File: src/rtl/alu_pkg.sv
// Widths, opcodes, flag indices and FSM encoding shared by the Jac1-8 execute stage,
// ALU_J and the decoder.
package alu_pkg;
  localparam int unsigned DATA_WIDTH    = 8;
  localparam int unsigned NUM_REGS      = 4;
  localparam int unsigned REG_ADDR_BITS = 2;
  localparam int unsigned OPCODE_BITS   = 5;
  localparam int unsigned PARAM_BITS    = 8;
  localparam int unsigned STATUS_BITS   = 3;

  localparam int unsigned FLAG_OVF  = 0;
  localparam int unsigned FLAG_UNF  = 1;
  localparam int unsigned FLAG_ZERO = 2;

  typedef logic [OPCODE_BITS-1:0] opcode_t;

  localparam opcode_t OP_NOP = 5'h00;
  localparam opcode_t OP_ADD = 5'h01;
  localparam opcode_t OP_SUB = 5'h02;
  localparam opcode_t OP_AND = 5'h03;
  localparam opcode_t OP_OR  = 5'h04;
  localparam opcode_t OP_NOT = 5'h05;
  localparam opcode_t OP_XOR = 5'h06;
  localparam opcode_t OP_SHL = 5'h07;
  localparam opcode_t OP_SHR = 5'h08;
  localparam opcode_t OP_VAL = 5'h09;

  typedef enum logic [1:0] {
    ST_IDLE    = 2'd0,
    ST_ISSUE   = 2'd1,
    ST_CAPTURE = 2'd2,
    ST_WB      = 2'd3
  } state_e;

  // Instruction fields held from handshake until writeback
  typedef struct packed {
    opcode_t                  opcode;
    logic [REG_ADDR_BITS-1:0] dst;
    logic [PARAM_BITS-1:0]    param;
  } instr_t;

  function automatic logic is_alu_op(input opcode_t op);
    return (op >= OP_ADD) && (op <= OP_SHR);
  endfunction
endpackage

File: src/rtl/alu_regfile.sv
// General-purpose register file: two operand read ports, one debug read port,
// one synchronous write port, async clear.
module alu_regfile
  import alu_pkg::*;
(
  input  logic                     clk,
  input  logic                     reset_n,
  input  logic                     we,
  input  logic [REG_ADDR_BITS-1:0] waddr,
  input  logic [DATA_WIDTH-1:0]    wdata,
  input  logic [REG_ADDR_BITS-1:0] raddr1,
  input  logic [REG_ADDR_BITS-1:0] raddr2,
  input  logic [REG_ADDR_BITS-1:0] dbg_addr,
  output logic [DATA_WIDTH-1:0]    rdata1_c,
  output logic [DATA_WIDTH-1:0]    rdata2_c,
  output logic [DATA_WIDTH-1:0]    dbg_data_c
);
  logic [DATA_WIDTH-1:0] regs_q [NUM_REGS];

  always_ff @(posedge clk or negedge reset_n) begin
    if (!reset_n) begin
      for (int unsigned i = 0; i < NUM_REGS; i++) regs_q[i] <= '0;
    end else if (we) begin
      regs_q[waddr] <= wdata;
    end
  end

  assign rdata1_c   = regs_q[raddr1];
  assign rdata2_c   = regs_q[raddr2];
  assign dbg_data_c = regs_q[dbg_addr];
endmodule

File: src/rtl/alu_exec_ctrl.sv
// Execute-stage sequencer for ALU_J: IDLE -> ISSUE -> CAPTURE -> WB, one instruction per 4 cycles.
// Optional macro ALU_CTRL_PERF_EN adds the exec_count / ovf_count performance counters.
module alu_exec_ctrl
  import alu_pkg::*;
(
  input  logic                     clk,
  input  logic                     reset_n,
  input  logic                     instr_valid,
  output logic                     instr_ready,
  input  logic [OPCODE_BITS-1:0]   instr_opcode,
  input  logic [REG_ADDR_BITS-1:0] instr_dst,
  input  logic [REG_ADDR_BITS-1:0] instr_src1,
  input  logic [REG_ADDR_BITS-1:0] instr_src2,
  input  logic [PARAM_BITS-1:0]    instr_param,
  output logic [OPCODE_BITS-1:0]   alu_opcode,
  output logic [DATA_WIDTH-1:0]    alu_operand1,
  output logic [DATA_WIDTH-1:0]    alu_operand2,
  output logic [PARAM_BITS-1:0]    alu_param,
  input  logic [DATA_WIDTH-1:0]    alu_result,
  input  logic [STATUS_BITS-1:0]   alu_status,
  output logic [STATUS_BITS-1:0]   flags,
  output logic                     done,
  output logic                     err,
  input  logic [REG_ADDR_BITS-1:0] dbg_addr,
  output logic [DATA_WIDTH-1:0]    dbg_data
`ifdef ALU_CTRL_PERF_EN
  ,
  output logic [15:0]              exec_count,
  output logic [7:0]               ovf_count
`endif
);
  state_e                 state_q, state_d;
  instr_t                 instr_q;
  logic [DATA_WIDTH-1:0]  res_q, rd1_c, rd2_c, wb_data_c;
  logic [STATUS_BITS-1:0] stat_q, flags_d;
  logic                   hs_c, wb_we_c, illegal_c;

  assign hs_c      = instr_valid & instr_ready;
  assign illegal_c = instr_q.opcode > OP_VAL;

  alu_regfile u_regfile (
    .clk       (clk),
    .reset_n   (reset_n),
    .we        (wb_we_c),
    .waddr     (instr_q.dst),
    .wdata     (wb_data_c),
    .raddr1    (instr_src1),
    .raddr2    (instr_src2),
    .dbg_addr  (dbg_addr),
    .rdata1_c  (rd1_c),
    .rdata2_c  (rd2_c),
    .dbg_data_c(dbg_data)
  );

  always_ff @(posedge clk or negedge reset_n) begin
    if (!reset_n) state_q <= ST_IDLE;
    else          state_q <= state_d;
  end

  always_comb begin
    state_d = state_q;
    unique case (state_q)
      ST_IDLE:    if (hs_c) state_d = ST_ISSUE;
      ST_ISSUE:   state_d = ST_CAPTURE;
      ST_CAPTURE: state_d = ST_WB;
      ST_WB:      state_d = ST_IDLE;
      default:    state_d = ST_IDLE;
    endcase
  end

  // Writeback decode: VAL bypasses the ALU, NOP and illegal opcodes commit nothing
  always_comb begin
    wb_we_c   = 1'b0;
    wb_data_c = res_q;
    flags_d   = flags;
    if (state_q == ST_WB) begin
      if (instr_q.opcode == OP_VAL) begin
        wb_we_c            = 1'b1;
        wb_data_c          = instr_q.param[DATA_WIDTH-1:0];
        flags_d            = '0;
        flags_d[FLAG_ZERO] = (instr_q.param == '0);
      end else if (is_alu_op(instr_q.opcode)) begin
        wb_we_c = 1'b1;
        flags_d = stat_q;
      end
    end
  end

  always_ff @(posedge clk or negedge reset_n) begin
    if (!reset_n) begin
      instr_ready  <= 1'b1;
      instr_q      <= '0;
      res_q        <= '0;
      stat_q       <= '0;
      flags        <= '0;
      done         <= 1'b0;
      err          <= 1'b0;
      alu_opcode   <= OP_NOP;
      alu_operand1 <= '0;
      alu_operand2 <= '0;
      alu_param    <= '0;
    end else begin
      instr_ready <= (state_d == ST_IDLE);
      done        <= (state_d == ST_WB);
      err         <= (state_d == ST_WB) && illegal_c;
      flags       <= flags_d;
      if (hs_c) begin
        instr_q <= '{opcode: instr_opcode, dst: instr_dst, param: instr_param};
      end
      if (state_q == ST_CAPTURE) begin
        res_q  <= alu_result;
        stat_q <= alu_status;
      end
      // ALU inputs live only through ISSUE and CAPTURE
      if (hs_c) begin
        alu_opcode   <= instr_opcode;
        alu_operand1 <= rd1_c;
        alu_operand2 <= rd2_c;
        alu_param    <= instr_param;
      end else if (state_d != ST_CAPTURE) begin
        alu_opcode   <= OP_NOP;
        alu_operand1 <= '0;
        alu_operand2 <= '0;
        alu_param    <= '0;
      end
    end
  end

`ifdef ALU_CTRL_PERF_EN
  // Saturating counters sampled on the writeback cycle
  always_ff @(posedge clk or negedge reset_n) begin
    if (!reset_n) begin
      exec_count <= '0;
      ovf_count  <= '0;
    end else if (state_q == ST_WB) begin
      if (wb_we_c && (exec_count != 16'hFFFF)) exec_count <= exec_count + 16'd1;
      if ((flags_d[FLAG_OVF] | flags_d[FLAG_UNF]) && (ovf_count != 8'hFF))
        ovf_count <= ovf_count + 8'd1;
    end
  end
`endif
endmodule

File: config.mk
export PLATFORM = sky130hd
export DESIGN_NAME = alu_exec_ctrl
export DESIGN_NICKNAME = d
export VERILOG_FILES = /design/src/rtl/alu_pkg.sv /design/src/rtl/alu_regfile.sv /design/src/rtl/alu_exec_ctrl.sv
export SDC_FILE = /design/constraint.sdc
export NUM_CORES = 1
export LEC_CHECK = 0
export CELL_PAD_IN_SITES_DETAIL_PLACEMENT = 2
export CELL_PAD_IN_SITES_GLOBAL_PLACEMENT = 2
export CORE_MARGIN = 1.5
export CORE_UTILIZATION = 29
export CTS_BUF_LIST = sky130_fd_sc_hd__clkbuf_16
export CTS_CLUSTER_DIAMETER = 150
export DETAILED_ROUTE_END_ITERATION = 10
export PLACE_DENSITY_LB_ADDON = 0.1
export SLEW_MARGIN = 20
export SYNTH_ARGS = -nofsm -noshare
export SYNTH_HDL_FRONTEND = slang
export SYNTH_HIERARCHICAL = 1
export SYNTH_SLANG_ARGS = --single-unit
File: constraint.sdc
create_clock -name clk -period 2.7 [get_ports clk]
set_input_delay 0.27 -clock clk [delete_from_list [all_inputs] [get_ports clk]]
set_output_delay 0.27 -clock clk [all_outputs]
set_load 0.01 [all_outputs]
==> metrics <==
Most Crowded Layer GR met2; port bufs 77; GR Overflow Total 0; sequential area share after synthesis 0.549; HPWL Detailed 8590 µm; initial cell density of the core 0.298; Final ANT Viol Nets 0; Detailed Routing Iterations Pass 1 4; clk sink count 95; Tot Pwr 5.80 mW; #FFs+latches synth 95; initial antenna violation count 0; P_leak 2.51 nW; final core utilization 0.386; most frequent CP cell clkdlybuf4s50_1; # DRC 0; sum of buffers and inverters on the critical path 3; DR vias/cell 4.98; worst min-delay path class in -> reg; met1 usage 0.224; Fill cells 1506; commonest non-fill, non-tap cell in the layout dfrtp_1; Worst Tran Pin Value 0.726 ns; fin crit share 0.839; Placement Setup Slack 0.441 ns; Wirelength per Cell 20.3 µm; delay-heaviest family, CP buffers and inverters; Max Fclk 442 MHz; FF-to-FF setup slack 0.48 ns; Final WS setup 0.436 ns; Reg power frac 0.422; GR Util met3 0.0381; number of global-route vias before repair 3313; Core Box Area 0.0145 mm²; chip height 125 µm; Post-Syn Nets 371; Comb pwr share 0.367; Synthesis Warnings 6; Crit path required time 2.43 ns; Syn Area/Cell 13.0 µm²; DRT Wirelength 12200 µm; Area growth syn-to-layout 29.7%; RR Endpoint u_regfile/regs_q[29]$_DFFE_PN0P_; GP Congestion 0.743; status completed; cts bufs inserted 9; most frequent cells in the layout 94 x dfrtp_1, 78 x nand2_1, 76 x clkdlybuf4s50_1, 51 x mux2_2, 24 x mux4_2; global-route wire length before repair 19700 µm; Mapped Area 0.00433 mm²; Post-Synth Simple-Gate Area 0.115; Post-Synth Adder-Cell Area 0.0116; FF-to-FF path depth 5; WS Path Type in -> out; type of element capturing the critical path output port; post-synth cell types 27; clock tree from TritonCTS yes; crit path time final 2.26 ns; Post-synth EDFFs 0; P_sw 1.94 mW; hold path cells 3; # Max-Cap Violations 0; io pins 78; Max-slew headroom 0.516; setup violators final 0; Clk pwr share 0.211; Cells after Synth 332; top_reg_cell synth dfrtp_1; clock latency on the worst-skew pair 0.35 ns; GRT met2 Usage 0.271; fraction of synthesized area in multiplexers 0.262; crit start category input port; # rows 44; Die W 125 µm; Nets 449; Setup Skew 0.0118 ns; # Post-CTS Setup Buffers 0; Worst Path Arrival 1.99 ns; hold_ws 0.458 ns; clock slew at reported path FFs 0.07 ns; total die area 0.0157 mm²; n_diodes 0; Cell Pwr Density 1030 mW/mm²; Final Max Tran Viols 0; CP max stage delay 0.54 ns; setup TNS 0 ns; # H-tree levels 3; FFs w/ async S/R, synth 1.00; Synth Area in XOR/XNOR 0; WHS Endpoint instr_q[8]$_DFFE_PN0P_; clock root cell clkbuf_16; Worst R2R Start instr_q[11]$_DFFE_PN0P_; Tot GR Track Use 0.166; pin count of the biggest net entering global routing 49; final hold vios 0; total number of vias 2986; CP Cell Sequence clkdlybuf4s50_1, buf_4, mux4_2, clkdlybuf4s50_1; Cell Int Power 3.86 mW; worst-path maximum fanout 8; worst hold start instr_dst[0]; Switching Share 0.335; slowest stage cell on the critical path mux4_2; worst vdd ir 0.444 mV; layout cell share with drive strength beyond 1 0.241; CTS Buffer Depth 2; DRT iter0 DRCs 109; Compound-Gate Fraction of Synth Area 0.0387; largest family of logic cells by synthesized area multiplexers; RSZ-0062 raised after global routing false
-- synthesized netlist by cell type (all sizes together) (2+ instances only) --
master | n | area (µm²)
dfrtp | 94 | 2350
nand2 | 78 | 293
mux2 | 51 | 574
mux4 | 24 | 541
nand3 | 17 | 90.1
a22o | 13 | 114
buf | 11 | 46.3
clkbuf | 9 | 35.0
inv | 6 | 22.5
ha | 4 | 50.1
o21ai | 3 | 15.0
or4 | 3 | 22.5
a31oi | 2 | 12.5
and2 | 2 | 12.5
mux2i | 2 | 20.0
nand3b | 2 | 22.5
nor2 | 2 | 7.51
nor4 | 2 | 12.5
o21a | 2 | 15.0
-- state kept, by name (all words and copies together) (netlist names) --
signal            count
stat_q                3
alu_param             8
res_q                 8
flags                 3
state_q               2
alu_operand2          8
err                   1
done                  1
u_regfile/regs_q     32
alu_opcode            5
instr_q              15
alu_operand1          8
instr_ready           1
-- worst reg2reg max path, delay by kind of cell, from the launching register on --
family,cells,cell delay [ns]
AOI/OAI and AO/OA,1,0.23
DFF,1,0.40
buffers and inverters,1,0.22
muxes,1,0.41
and+or+nand+nor,2,0.84
-- power groups by stage --
stage | logic, mW | clock network, mW | registers (mW)
after floorplan | 1.29 | 0 | 2.34
after detailed placement | 2.16 | 0 | 2.47
after global placement | 2.09 | 0 | 2.43
final | 2.13 | 1.22 | 2.44
after global routing | 2.33 | 1.33 | 2.54
after CTS | 2.18 | 1.28 | 2.46
-- metrics by stage --
stage	instances	instance area, µm²
4_1_cts	599	5620
3_3_place_gp	582	5330
5_1_grt	599	5620
2_1_floorplan	332	4330
3_5_place_dp	582	5330
6_report	599	5620
-- repair_timing --
| item | in CTS | in global routing |
|---|---|---|
| hold buffers | 1 | 0 |
| resized for setup | 0 | 0 |
| endpoints found under the hold margin | 47 | 0 |
-- routing by layer --
metal,vias to the layer above,wire [µm]
met5,-,0
li1,1337,-
met1,1584,5720
met2,54,5960
met4,0,133
met3,11,364
-- cells by family (layout without fill, tap and decap cells) --
family | count (synthesis) | after routing
adder cells (fa/ha/maj) | 4 | 4
multiplexers | 77 | 77
flip-flops | 95 | 95
buffers and inverters | 26 | 109
AO/OA/AOI/OAI | 21 | 21
AND/OR/NAND/NOR | 109 | 109
-- layout make-up --
| type | count | area [µm²] | area share |
|---|---|---|---|
| flip-flops and latches | 95 | 2380 | 0.423 |
| repair buffers | 87 | 858 | 0.153 |
| clock buffers | 9 | 225 | 0.0401 |
| multi-input cells | 211 | 1850 | 0.329 |
| inverters | 6 | 22.5 | 0.00401 |
| well taps | 184 | 230 | 0.0410 |
| clock inverters | 7 | 52.6 | 0.00936 |
-- worst max path at each step --
stage | cells past startpoint | startpoint | end | slack (ns)
after floorplan | 4 | instr_q[11]$_DFFE_PN0P_ | u_regfile/regs_q[24]$_DFFE_PN0P_ | 0.22
after global placement | 4 | dbg_addr[0] | dbg_data[0] | 0.45
after detailed placement | 4 | dbg_addr[0] | dbg_data[0] | 0.44
after CTS | 4 | dbg_addr[0] | dbg_data[4] | 0.42
after global routing | 5 | instr_q[12]$_DFFE_PN0P_ | u_regfile/regs_q[27]$_DFFE_PN0P_ | 0.30
final | 4 | dbg_addr[0] | dbg_data[4] | 0.44
(Power assumes the default switching activity.)
